### src/rtl/uart_pkg.sv
// Shared types and helpers for the buffered UART transmitter.
// Latency: n/a (declarations only). Backpressure: n/a.
// Contents: tx_state_t FSM encoding, calc_ticks_per_bit() baud divider.
// Optional feature macro: UART_TX_PARITY_EN adds the PARITY state.
package uart_pkg;

  typedef enum logic [2:0] {
    IDLE  = 3'd0,
    START = 3'd1,
    DATA  = 3'd2,
    STOP  = 3'd3
`ifdef UART_TX_PARITY_EN
    , PARITY = 3'd4
`endif
  } tx_state_t;

  // Clock cycles per serial bit; integer division, remainder dropped.
  function automatic int calc_ticks_per_bit(input int clock_freq, input int baud_rate);
    return clock_freq / baud_rate;
  endfunction

endpackage

### src/rtl/uart_tx_buf_if.sv
// Word-producer handshake into the UART transmit buffer.
// Latency: n/a (wires only). Backpressure: ready low means the word is not taken.
// Ports: data/valid from the producer, ready back from the buffer.
interface uart_tx_buf_if #(
  parameter int WIDTH = 8
);
  logic [WIDTH-1:0] data;
  logic             valid;
  logic             ready;

  modport master (output data, output valid, input ready);
  modport slave  (input data, input valid, output ready);
endinterface

### src/rtl/uart_fifo.sv
// Small synchronous FIFO holding words waiting for the serialiser.
// Latency: a pushed word is visible at data_o the cycle after the push edge.
// Backpressure: push ignored when full unless a pop happens on the same edge.
// Ports: clock/resetn, push_i/data_i in, pop_i/data_o out, full_o/empty_o/level_o status.
module uart_fifo #(
  parameter int WIDTH = 8,
  parameter int DEPTH = 4
) (
  input  logic                     clock,
  input  logic                     resetn,
  input  logic                     push_i,
  input  logic [WIDTH-1:0]         data_i,
  input  logic                     pop_i,
  output logic [WIDTH-1:0]         data_o,
  output logic                     full_o,
  output logic                     empty_o,
  output logic [$clog2(DEPTH):0]   level_o
);
  localparam int AW = $clog2(DEPTH);

  logic [WIDTH-1:0] mem_q [DEPTH];
  logic [AW-1:0]    wr_q, rd_q;
  logic [AW:0]      level_q;
  logic             do_push, do_pop;

  assign empty_o = (level_q == '0);
  assign full_o  = (level_q == (AW+1)'(DEPTH));
  assign do_pop  = pop_i && !empty_o;
  // A pop on the same edge frees the slot, so a full FIFO can still take a word.
  assign do_push = push_i && (!full_o || do_pop);
  assign data_o  = mem_q[rd_q];
  assign level_o = level_q;

  // Pointers are exactly AW bits wide, so they wrap modulo DEPTH on their own.
  always_ff @(posedge clock or negedge resetn) begin
    if (!resetn) begin
      wr_q    <= '0;
      rd_q    <= '0;
      level_q <= '0;
    end else begin
      if (do_push) wr_q <= wr_q + 1'b1;
      if (do_pop)  rd_q <= rd_q + 1'b1;
      case ({do_push, do_pop})
        2'b10:   level_q <= level_q + 1'b1;
        2'b01:   level_q <= level_q - 1'b1;
        default: level_q <= level_q;
      endcase
    end
  end

  // Storage needs no reset: contents are only read while level_q says they are valid.
  always_ff @(posedge clock) begin
    if (do_push) mem_q[wr_q] <= data_i;
  end
endmodule

### src/rtl/uart_tx_buf.sv
// Buffered UART transmitter: FIFO of words serialised as start/data(LSB first)/[parity]/stop.
// Latency: head word popped one edge after it is queued; line falls on the next cycle.
// Backpressure: ready = FIFO not full; valid while !ready is ignored.
// Ports: clock, resetn (async, active low), bus (data/valid/ready), signal (TX line,
// idle high), busy (frame running or words queued), level (FIFO occupancy).
// Optional feature macro: UART_TX_PARITY_EN inserts one parity bit per frame.
module uart_tx_buf
  import uart_pkg::*;
#(
  parameter int WIDTH      = 8,
  parameter int BAUD_RATE  = 9600,
  parameter int CLOCK_FREQ = 460800,
  parameter int DEPTH      = 4,
  parameter int STOP_BITS  = 1,
  parameter int PARITY_ODD = 0
) (
  input  logic                   clock,
  input  logic                   resetn,
  uart_tx_buf_if.slave           bus,
  output logic                   signal,
  output logic                   busy,
  output logic [$clog2(DEPTH):0] level
);
  localparam int TICKS = calc_ticks_per_bit(CLOCK_FREQ, BAUD_RATE);
  localparam int CW    = $clog2(TICKS);
  localparam int BW    = $clog2(WIDTH);
  localparam logic [CW-1:0] TICK_LAST = CW'(TICKS - 1);
  localparam logic [BW-1:0] DATA_LAST = BW'(WIDTH - 1);
  localparam logic [BW-1:0] STOP_LAST = BW'(STOP_BITS - 1);

  if (TICKS < 2) begin : g_chk_rate
    $error("uart_tx_buf: CLOCK_FREQ/BAUD_RATE must be at least 2");
  end
  if (WIDTH < 5 || WIDTH > 9) begin : g_chk_width
    $error("uart_tx_buf: WIDTH must be 5..9");
  end
  if (DEPTH < 2 || (DEPTH & (DEPTH - 1)) != 0) begin : g_chk_depth
    $error("uart_tx_buf: DEPTH must be a power of two >= 2");
  end
  if (STOP_BITS < 1 || STOP_BITS > 2) begin : g_chk_stop
    $error("uart_tx_buf: STOP_BITS must be 1 or 2");
  end
  if (PARITY_ODD < 0 || PARITY_ODD > 1) begin : g_chk_par
    $error("uart_tx_buf: PARITY_ODD must be 0 or 1");
  end

  logic             fifo_push, fifo_pop, fifo_full, fifo_empty;
  logic [WIDTH-1:0] fifo_head;

  assign bus.ready = !fifo_full;
  assign fifo_push = bus.valid && bus.ready;

  uart_fifo #(.WIDTH(WIDTH), .DEPTH(DEPTH)) u_fifo (
    .clock   (clock),
    .resetn  (resetn),
    .push_i  (fifo_push),
    .data_i  (bus.data),
    .pop_i   (fifo_pop),
    .data_o  (fifo_head),
    .full_o  (fifo_full),
    .empty_o (fifo_empty),
    .level_o (level)
  );

  tx_state_t        state_q, state_d;
  logic [CW-1:0]    cnt_q, cnt_d;
  logic [BW-1:0]    bit_q, bit_d;     // data bit index, reused as stop-bit index
  logic [WIDTH-1:0] shift_q, shift_d; // private copy of the word, so later pushes cannot touch it
  logic             tx_q, tx_d;
  logic             tick;
`ifdef UART_TX_PARITY_EN
  localparam logic PAR_SENSE = (PARITY_ODD != 0);
  logic par_q, par_d;
`endif

  assign tick = (cnt_q == TICK_LAST);

  // State register; the line is registered so reset drives it high without a comb glitch.
  always_ff @(posedge clock or negedge resetn) begin
    if (!resetn) begin
      state_q <= IDLE;
      cnt_q   <= '0;
      bit_q   <= '0;
      shift_q <= '0;
      tx_q    <= 1'b1;
`ifdef UART_TX_PARITY_EN
      par_q   <= 1'b0;
`endif
    end else begin
      state_q <= state_d;
      cnt_q   <= cnt_d;
      bit_q   <= bit_d;
      shift_q <= shift_d;
      tx_q    <= tx_d;
`ifdef UART_TX_PARITY_EN
      par_q   <= par_d;
`endif
    end
  end

  // Next-state logic.
  always_comb begin
    state_d  = state_q;
    cnt_d    = cnt_q;
    bit_d    = bit_q;
    shift_d  = shift_q;
    fifo_pop = 1'b0;
`ifdef UART_TX_PARITY_EN
    par_d    = par_q;
`endif
    // Baud counter idles at zero, so every bit starts with a full period.
    if (state_q != IDLE) cnt_d = tick ? '0 : cnt_q + 1'b1;

    case (state_q)
      IDLE: begin
        if (!fifo_empty) begin
          state_d  = START;
          fifo_pop = 1'b1;
        end
      end
      START: begin
        if (tick) begin
          state_d = DATA;
          bit_d   = '0;
        end
      end
      DATA: begin
        if (tick) begin
          shift_d = shift_q >> 1;
          if (bit_q == DATA_LAST) begin
            bit_d = '0;
`ifdef UART_TX_PARITY_EN
            state_d = PARITY;
`else
            state_d = STOP;
`endif
          end else begin
            bit_d = bit_q + 1'b1;
          end
        end
      end
`ifdef UART_TX_PARITY_EN
      PARITY: begin
        if (tick) state_d = STOP;
      end
`endif
      STOP: begin
        if (tick) begin
          if (bit_q == STOP_LAST) begin
            bit_d = '0;
            // Chain straight into the next start bit when a word is waiting.
            if (!fifo_empty) begin
              state_d  = START;
              fifo_pop = 1'b1;
            end else begin
              state_d = IDLE;
            end
          end else begin
            bit_d = bit_q + 1'b1;
          end
        end
      end
      default: state_d = IDLE;
    endcase

    if (fifo_pop) begin
      shift_d = fifo_head;
`ifdef UART_TX_PARITY_EN
      par_d   = (^fifo_head) ^ PAR_SENSE;
`endif
    end
  end

  // Output logic: line level for the state being entered, plus busy status.
  always_comb begin
    tx_d = 1'b1;
    case (state_d)
      START:   tx_d = 1'b0;
      DATA:    tx_d = shift_d[0];
`ifdef UART_TX_PARITY_EN
      PARITY:  tx_d = par_d;
`endif
      default: tx_d = 1'b1;
    endcase
    busy = (state_q != IDLE) || !fifo_empty;
  end

  assign signal = tx_q;
endmodule

### src/flat_wrapper.sv
// flat-port wrapper written by rule: the top's interface ports become plain ports
module uart_tx_buf_flat import uart_pkg::*;
#(
  parameter int WIDTH      = 8,
  parameter int BAUD_RATE  = 9600,
  parameter int CLOCK_FREQ = 460800,
  parameter int DEPTH      = 4,
  parameter int STOP_BITS  = 1,
  parameter int PARITY_ODD = 0
)
  (clock, resetn, signal, busy, level, bus_data, bus_valid, bus_ready);
  uart_tx_buf_if #(.WIDTH(WIDTH)) bus_i ();
  input  logic clock;
  input  logic resetn;
  output logic signal;
  output logic busy;
  output logic [$clog2(DEPTH):0] level;
  input wire logic [$bits(bus_i.data)-1:0] bus_data;
  input wire logic [$bits(bus_i.valid)-1:0] bus_valid;
  output wire logic [$bits(bus_i.ready)-1:0] bus_ready;
  assign bus_i.data = bus_data;
  assign bus_i.valid = bus_valid;
  assign bus_ready = bus_i.ready;
  uart_tx_buf #(.WIDTH(WIDTH), .BAUD_RATE(BAUD_RATE), .CLOCK_FREQ(CLOCK_FREQ), .DEPTH(DEPTH), .STOP_BITS(STOP_BITS), .PARITY_ODD(PARITY_ODD)) u_core (.clock(clock), .resetn(resetn), .bus(bus_i), .signal(signal), .busy(busy), .level(level));
endmodule
### config.mk
export PLATFORM = sky130hd
export DESIGN_NAME = uart_tx_buf_flat
export DESIGN_NICKNAME = d
export VERILOG_FILES = /design/src/rtl/uart_pkg.sv /design/src/rtl/uart_tx_buf_if.sv /design/src/rtl/uart_fifo.sv /design/src/rtl/uart_tx_buf.sv /design/src/flat_wrapper.sv
export SDC_FILE = /design/constraint.sdc
export NUM_CORES = 1
export LEC_CHECK = 0
export CAP_MARGIN = 30
export CORE_UTILIZATION = 40
export CTS_CLUSTER_SIZE = 30
export DETAILED_ROUTE_END_ITERATION = 6
export DONT_BUFFER_PORTS = 1
export PLACE_DENSITY = 0.61
export SETUP_SLACK_MARGIN = 0.3
export SLEW_MARGIN = 20
export SYNTH_ARGS = -nofsm -noshare
export SYNTH_HDL_FRONTEND = slang
export SYNTH_SLANG_ARGS = --single-unit
export TNS_END_PERCENT = 10
### constraint.sdc
create_clock -name clock -period 2.39 [get_ports clock]
set_input_delay 0.478 -clock clock [delete_from_list [all_inputs] [get_ports clock]]
set_output_delay 0.478 -clock clock [all_outputs]
set_load 0.01 [all_outputs]
==> results of run 1 <==
## per-layer routing
layer	routed length (um)	GRT usage (%)	up-vias
met4	74	7.86	0
li1	-	-	739
met1	2060	17.4	762
met2	2150	22.3	27
met3	185	5.54	6
met5	0	0	-
## area by class of cell
cell class              instances  share of cell area, %
repair buffers                 17                   4.48
well taps                      77                   3.03
flip-flops and latches         60                   52.3
inverters                      17                   2.01
clock inverters                 7                   3.93
clock buffers                   9                   3.89
multi-input cells             106                   30.4
## power breakdown
| part | internal, mW | switching (mW) |
|---|---|---|
| clock network | 0.699 | 0.432 |
| logic | 0.541 | 0.537 |
| registers | 1.41 | 0.220 |
## cells in the final DEF, fill, tap and decap left out, types with 3 or more instances in the layout
cell type  instances
a21o_1             7
a22o_1             6
and3_1             5
buf_4             15
bufinv_16          3
clkbuf_8           9
clkinv_4           4
dfrtp_1           27
edfxtp_1          32
ha_1               7
inv_1             14
inv_2              3
mux2i_1            3
mux4_2             8
nand2_1           12
nand3_1            4
nor2_1             6
nor3_1             4
o21ai_0            8
xnor2_1            5
## final timing paths
path	start	endpoint
worst max-delay path	u_core.cnt_q[0]	u_core.u_fifo.level_o[2]
worst max register to register	u_core.cnt_q[0]	u_core.u_fifo.level_o[2]
min in group asynchronous	resetn	u_core.cnt_q[5]
max in group asynchronous	resetn	u_core.signal
worst min register to register	u_core.shift_q[4]	u_core.shift_q[4]
worst min-delay path	bus_data[7]	u_core.u_fifo.mem_q[3][7]
## metrics by stage
step           utilization, %  hold WS [ps]  power, mW  setup slack (ps)
2_1_floorplan               -           182       2.42               205
3_3_place_gp             44.5           183       2.66               185
3_5_place_dp             44.5           183       2.69               146
4_1_cts                  49.7           216       3.87               254
5_1_grt                  49.8           206       4.07               164
6_report                 49.8           230       3.84               298
## cell families (layout without fill, tap and decap cells)
logic type | count (synthesis) | count (layout) | synth area share, %
adder cells (fa/ha/maj) | 10 | 10 | 4.97
multiplexers | 12 | 12 | 8.31
XOR/XNOR | 7 | 7 | 2.30
AO/OA/AOI/OAI | 30 | 30 | 8.12
AND/OR/NAND/NOR | 46 | 46 | 10.9
buffers and inverters | 20 | 50 | 2.91
flip-flops | 60 | 60 | 62.4
other | 1 | 1 | 0.141
## timing repair
item	in CTS	in global routing
resized for setup	3	0
hold endpoints to repair	28	0
pin swaps	3	2
setup endpoints to repair	2	2
hold buffers	2	0
buffers inserted	6	1
## critical path: stages (launching register included)
cell and delay [ps]:
dfrtp_1 400, ha_4 170, nand4b_4 140, nor3_4 240, o21ai_4 80, inv_2 90
ha_4 130, inv_1 40, fa_2 330, xor2_1 140, nor2_1 110, xor2_1 150
## sequential cells by signal, indices dropped and copies added (netlist names)
| name | count |
|---|---|
| u_core.bit_q | 3 |
| u_core.u_fifo.wr_q | 2 |
| u_core.shift_q | 8 |
| u_core.u_fifo.level_o | 3 |
| u_core.state_q | 3 |
| u_core.u_fifo.rd_q | 2 |
| u_core.cnt_q | 6 |
| u_core.signal | 1 |
| u_core.u_fifo.mem_q | 32 |
==> results.md, run 1 <==
- WHS Path Cells: 0
- Crit end category: register
- Post-synth top area share: between 30% and 40%
- Number of vias per cell: around 5.2
- Global placement routability congestion: around 0.8
- Total grt overflow: 0
- Max Clk Rate: about 480 MHz
- Maxcap violations: 0
- Predominant post-synthesis flop cell: edfxtp_1
- CTS tree: done
- #FFs+latches synth: 60
- Drc violations: 0
- Non-Filler Instances: 293
- Placed Instances: about 270
- DP HPWL: 2960 um
- Starting Density: between 40% and 50%
- Nets: ~230
- Seq/Total Area, Yosys: between 60 and 70%
- Largest cells by area after synthesis: edfxtp_1, dfrtp_1, mux4_2, ha_1, inv_1
- Dpl cell area: 2840 sq um
- Setup tns final: 0 ps
- Initial antenna violation count: 0
- Crit Path Max Fanout: 3
- Vias in the first global route: 1565
- Min Tclk post-route: approximately 2100 ps
- Pins Over Slew Limit: 0
- Reg-to-reg slack, setup: around 300 ps
- Fin. Hold Viols: 0
- Clock Path Buffers: 2
- Peak supply drop: ~0.53 mV
- Core area: ~6400 sq um
- Post-Syn Instances: 186
- # port buffers: 0
- Cell taking the most area after synthesis: edfxtp_1
- Cell Rows: 29
- Clk Tree Root Cell: clkbuf_8
- Largest net degree at the start of global routing: 29
- Syn avg cell area: between 10 and 15 sq um
- Antenna Cells: 0
- Cell variety after synth: 42
- Worst skew pair latency: 340 ps
- CP Class: register to register
- Final setup violation count: 0
- H-tree depth: 3
- Most common cell in the netlist: edfxtp_1
- DR vias: ~1500
- CTS Sinks: 60
- CTS clk-pin slew, worst paths: 70 ps
- Global-route wire length before repair: 7580 um
- Syn Std Cell Area: about 2700 sq um
- Share of cells above drive strength 1: 27.3%
- P per Cell Area: about 1200 nW/um^2
- Reg area: ~1700 sq um
- Layout filler cell count: 540
- Final period utilization: between 80% and 90%
- Multi-input logic area: about 970 sq um
- Crit path launch type: register
- Global Route Usage Sum: around 14%
- Area delta synth->final: 19.3%
- Final instance area: between 3000 and 4000 sq um
- Status: completed
- P_leak: 1.34 nW
- Commonest cells in the netlist: edfxtp_1, dfrtp_1, inv_1
- Drt wl/cell: ~15 um
- ANT nets after route: 0
- Final Skew: ~4.5 ps
- Initial DRT Pass Iterations: 4
- YS warnings: 0
- Die width: 83.6 um
- Total CTS buffers: 9
- Unrepaired setup endpoints after global routing: true
- Die Height: 83.6 um
- Post-synth ARST share: between 40% and 50%
- Cell depth of the worst flop-to-flop path: 11
- Mapped Nets: 207
- Path category of the worst min-delay check: input pin to register
- Iter 0 DRT Violations: 70
- Number of flops mapped to enable cells by yosys: 32
- Total Wirelength: around 4500 um
- Full die area: 7000 sq um
- Required @ worst endpoint: roughly 2700 ps
- Ports: 17
- Critical Path AT: between 2000 and 2500 ps
No activity file was read; power rests on OpenSTA's default activity.
==> run 2, diff against run 1 <==
--- a/config.mk
+++ b/config.mk
@@ -7,9 +7,11 @@
 export LEC_CHECK = 0
 export CAP_MARGIN = 30
 export CORE_UTILIZATION = 40
-export CTS_CLUSTER_SIZE = 30
+export CTS_BUF_LIST = sky130_fd_sc_hd__clkbuf_8
+export CTS_CLUSTER_SIZE = 24
 export DETAILED_ROUTE_END_ITERATION = 6
 export DONT_BUFFER_PORTS = 1
+export GPL_ROUTABILITY_DRIVEN = 0
 export PLACE_DENSITY = 0.61
 export SETUP_SLACK_MARGIN = 0.3
 export SLEW_MARGIN = 20
==> results of run 2 <==
The final DEF is identical to that of run 1; final timing and power are the same.
==> run 3, diff against run 2 <==
--- a/config.mk
+++ b/config.mk
@@ -8,10 +8,12 @@
 export CAP_MARGIN = 30
 export CORE_UTILIZATION = 40
 export CTS_BUF_LIST = sky130_fd_sc_hd__clkbuf_8
+export CTS_CLUSTER_DIAMETER = 150
 export CTS_CLUSTER_SIZE = 24
 export DETAILED_ROUTE_END_ITERATION = 6
 export DONT_BUFFER_PORTS = 1
 export GPL_ROUTABILITY_DRIVEN = 0
+export GPL_TIMING_DRIVEN = 0
 export PLACE_DENSITY = 0.61
 export SETUP_SLACK_MARGIN = 0.3
 export SLEW_MARGIN = 20
==> run 3 against run 2 <==
  * Combinational power barely moved
  * Maximum frequency is 2.5% lower
  * Flip-flop and latch count is the same
  * Via count down 1.1%
  * Setup slack got worse by 53 ps
  * Critical path depth rose by 1
  * Total power shrank 4.7%
  * Core utilization shrank 0.45 points
==> results.md, run 3 (same netlist as run 1, synthesis figures left out) <==
- Clk Tree Root Cell: clkbuf_8
- Die Height: between 80 and 90 um
- Max Used Layer: met4
- Drt wl/cell: 15.0 um
- P per Cell Area: 1160 nW/um^2
- Ports: 17
- Crit path launch type: register
- Crit end category: register
- Max stage delay on crit path: approximately 400 ps
- Reg-to-reg slack, setup: approximately 250 ps
- FF-to-FF Start: u_core.bit_q[0]
- Initial antenna violation count: 0
- Core area: between 6000 and 7000 sq um
- CP cell instances: inv_2 -> ha_4 -> nand3b_1 -> nor3_4 -> o21ai_4 -> inv_4 -> ha_4 -> inv_1 -> fa_2 -> xor2_1 -> nor2_1 -> xor2_1
- Fin. Hold Viols: 0
- Setup tns final: 0 ps
- Worst hold margin: 230 ps
- Peak supply drop: ~0.54 mV
- Total CTS buffers: 9
- Worst path top cell family by delay: adder cells
- Slew headroom: roughly 54%
- Number of vias per cell: between 5 and 6
- Crit Path Max Fanout: 2
- Util after Layout: 49.4%
- Critical Path AT: approximately 2400 ps
- Status: completed
- Initial DRT Pass Iterations: 4
- Global-route wire length before repair: approximately 7600 um
- Min Tclk post-route: 2140 ps
- Metal-1 WL: between 2000 and 2500 um
- Unrepaired setup endpoints after global routing: true
- Starting Density: between 40% and 50%
- Antenna Cells: 0
- Nets: approximately 230
- Full die area: 7000 sq um
- DP HPWL: between 2000 and 3000 um
- Global Route Usage Sum: between 10% and 20%
- Placement Setup Slack: -13.4 ps
- Die width: about 84 um
- Dpl cell area: around 2800 sq um
- Iter 0 DRT Violations: 87
- Total Wirelength: approximately 4400 um
- Required @ worst endpoint: around 2700 ps
- Layout filler cell count: 564
- Hold path startpoint: bus_data[5]
- Clock Path Buffers: 2
- DR vias: between 1500 and 2000
- WP buf/inv: 3
- Hold Path End: u_core.u_fifo.mem_q[2][5]
- DR WL met2: 2120 um
- Vias in the first global route: about 1600
- Tightest Pin Transition: ~700 ps
- CTS clk-pin slew, worst paths: about 80 ps
- Final instance area: approximately 3200 sq um
- Met3 WL: 179 um
- Max Clk Rate: 466 MHz
- Cell depth of the worst flop-to-flop path: 12
- Slowest-stage cell, CP: dfrtp_1
- Pins Over Slew Limit: 0
- Worst Slack Setup Final: 246 ps
- Path category of the worst min-delay check: input pin to register
- R2R Path End: u_core.u_fifo.level_o[2]
- Total grt overflow: 0
- Share of cells above drive strength 1: approximately 28%
- Most frequent cells in the layout: edfxtp_1, dfrtp_1, inv_1, nand2_1, buf_4
- Drc violations: 0
- P_leak: ~1.3 nW
- Worst skew pair latency: approximately 340 ps
- Cell Rows: 29
- CTS Sinks: 60
- H-tree depth: 3
- CTS tree: done
- WHS Path Cells: 0
- Final period utilization: roughly 90%
- Max reg flops: 32
- Most common cell after layout, fill and taps aside: edfxtp_1
- CP Class: register to register
- Final setup violation count: 0
- Maxcap violations: 0
- Largest net degree at the start of global routing: 29
- # port buffers: 0
- ANT nets after route: 0
- Largest reg by FF count: u_core.u_fifo.mem_q
- Final Skew: roughly 10 ps
- Area delta synth->final: 18.3%
- Biggest regs: u_core.u_fifo.mem_q (32), u_core.shift_q (8), u_core.cnt_q (6)
==> run 3: cell count changes in the layout (fill, tap and decap cells not counted), moves of 2 or more <==
cell	before	now
bufinv_16	3	1
buf_2	0	2
inv_6	0	3
buf_4	15	11
==> run 3: through the flow <==
step	instances	total power, mW
6_report	292	3.66
5_1_grt	292	3.92
4_1_cts	287	3.66
3_5_place_dp	263	2.65
3_3_place_gp	263	2.62
2_1_floorplan	186	2.42
==> run 3: what timing repair did <==
action / CTS / global route
pin swaps: 3 / 5
hold buffers: 2 / 0
hold endpoints to repair: 28 / 0
buffers inserted: 6 / 5
endpoints found under the setup margin: 2 / 5
gates resized for setup: 4 / 6
==> run 3: worst max path at each step <==
stage | start | slack [ps] | to | cells after the start
CTS | u_core.bit_q[0] | 170 | u_core.u_fifo.level_o[2] | 12
global placement | u_core.bit_q[0] | 10 | u_core.u_fifo.level_o[2] | 12
finish | u_core.bit_q[0] | 250 | u_core.u_fifo.level_o[2] | 12
detailed placement | u_core.bit_q[0] | -10 | u_core.u_fifo.level_o[2] | 12
floorplan | u_core.cnt_q[0] | 200 | u_core.u_fifo.level_o[2] | 11
global route | u_core.bit_q[0] | 80 | u_core.u_fifo.level_o[2] | 12
==> run 3: metal layers <==
metal  vias up  track usage [%]
li1        735                -
met1       749             17.7
met2        25             22.9
met3         8             5.04
met4         0             6.47
met5         -                0
==> run 3: layout make-up <==
type,count,area [sq um],share of cell area (%)
buffer,3,13.8,0.437
multi-input combinational,106,993,31.5
tap,77,96.3,3.06
clock buffer,9,124,3.93
sequential,60,1660,52.8
timing repair buffer,13,113,3.57
inverter,17,66.3,2.10
clock inverter,7,82.6,2.62
==> run 3: power breakdown <==
group	internal (mW)	switching, mW	leakage, nW	total (mW)
registers	1.41	0.201	0.637	1.61
clock network	0.497	0.444	0.105	0.941
logic	0.538	0.566	0.567	1.10
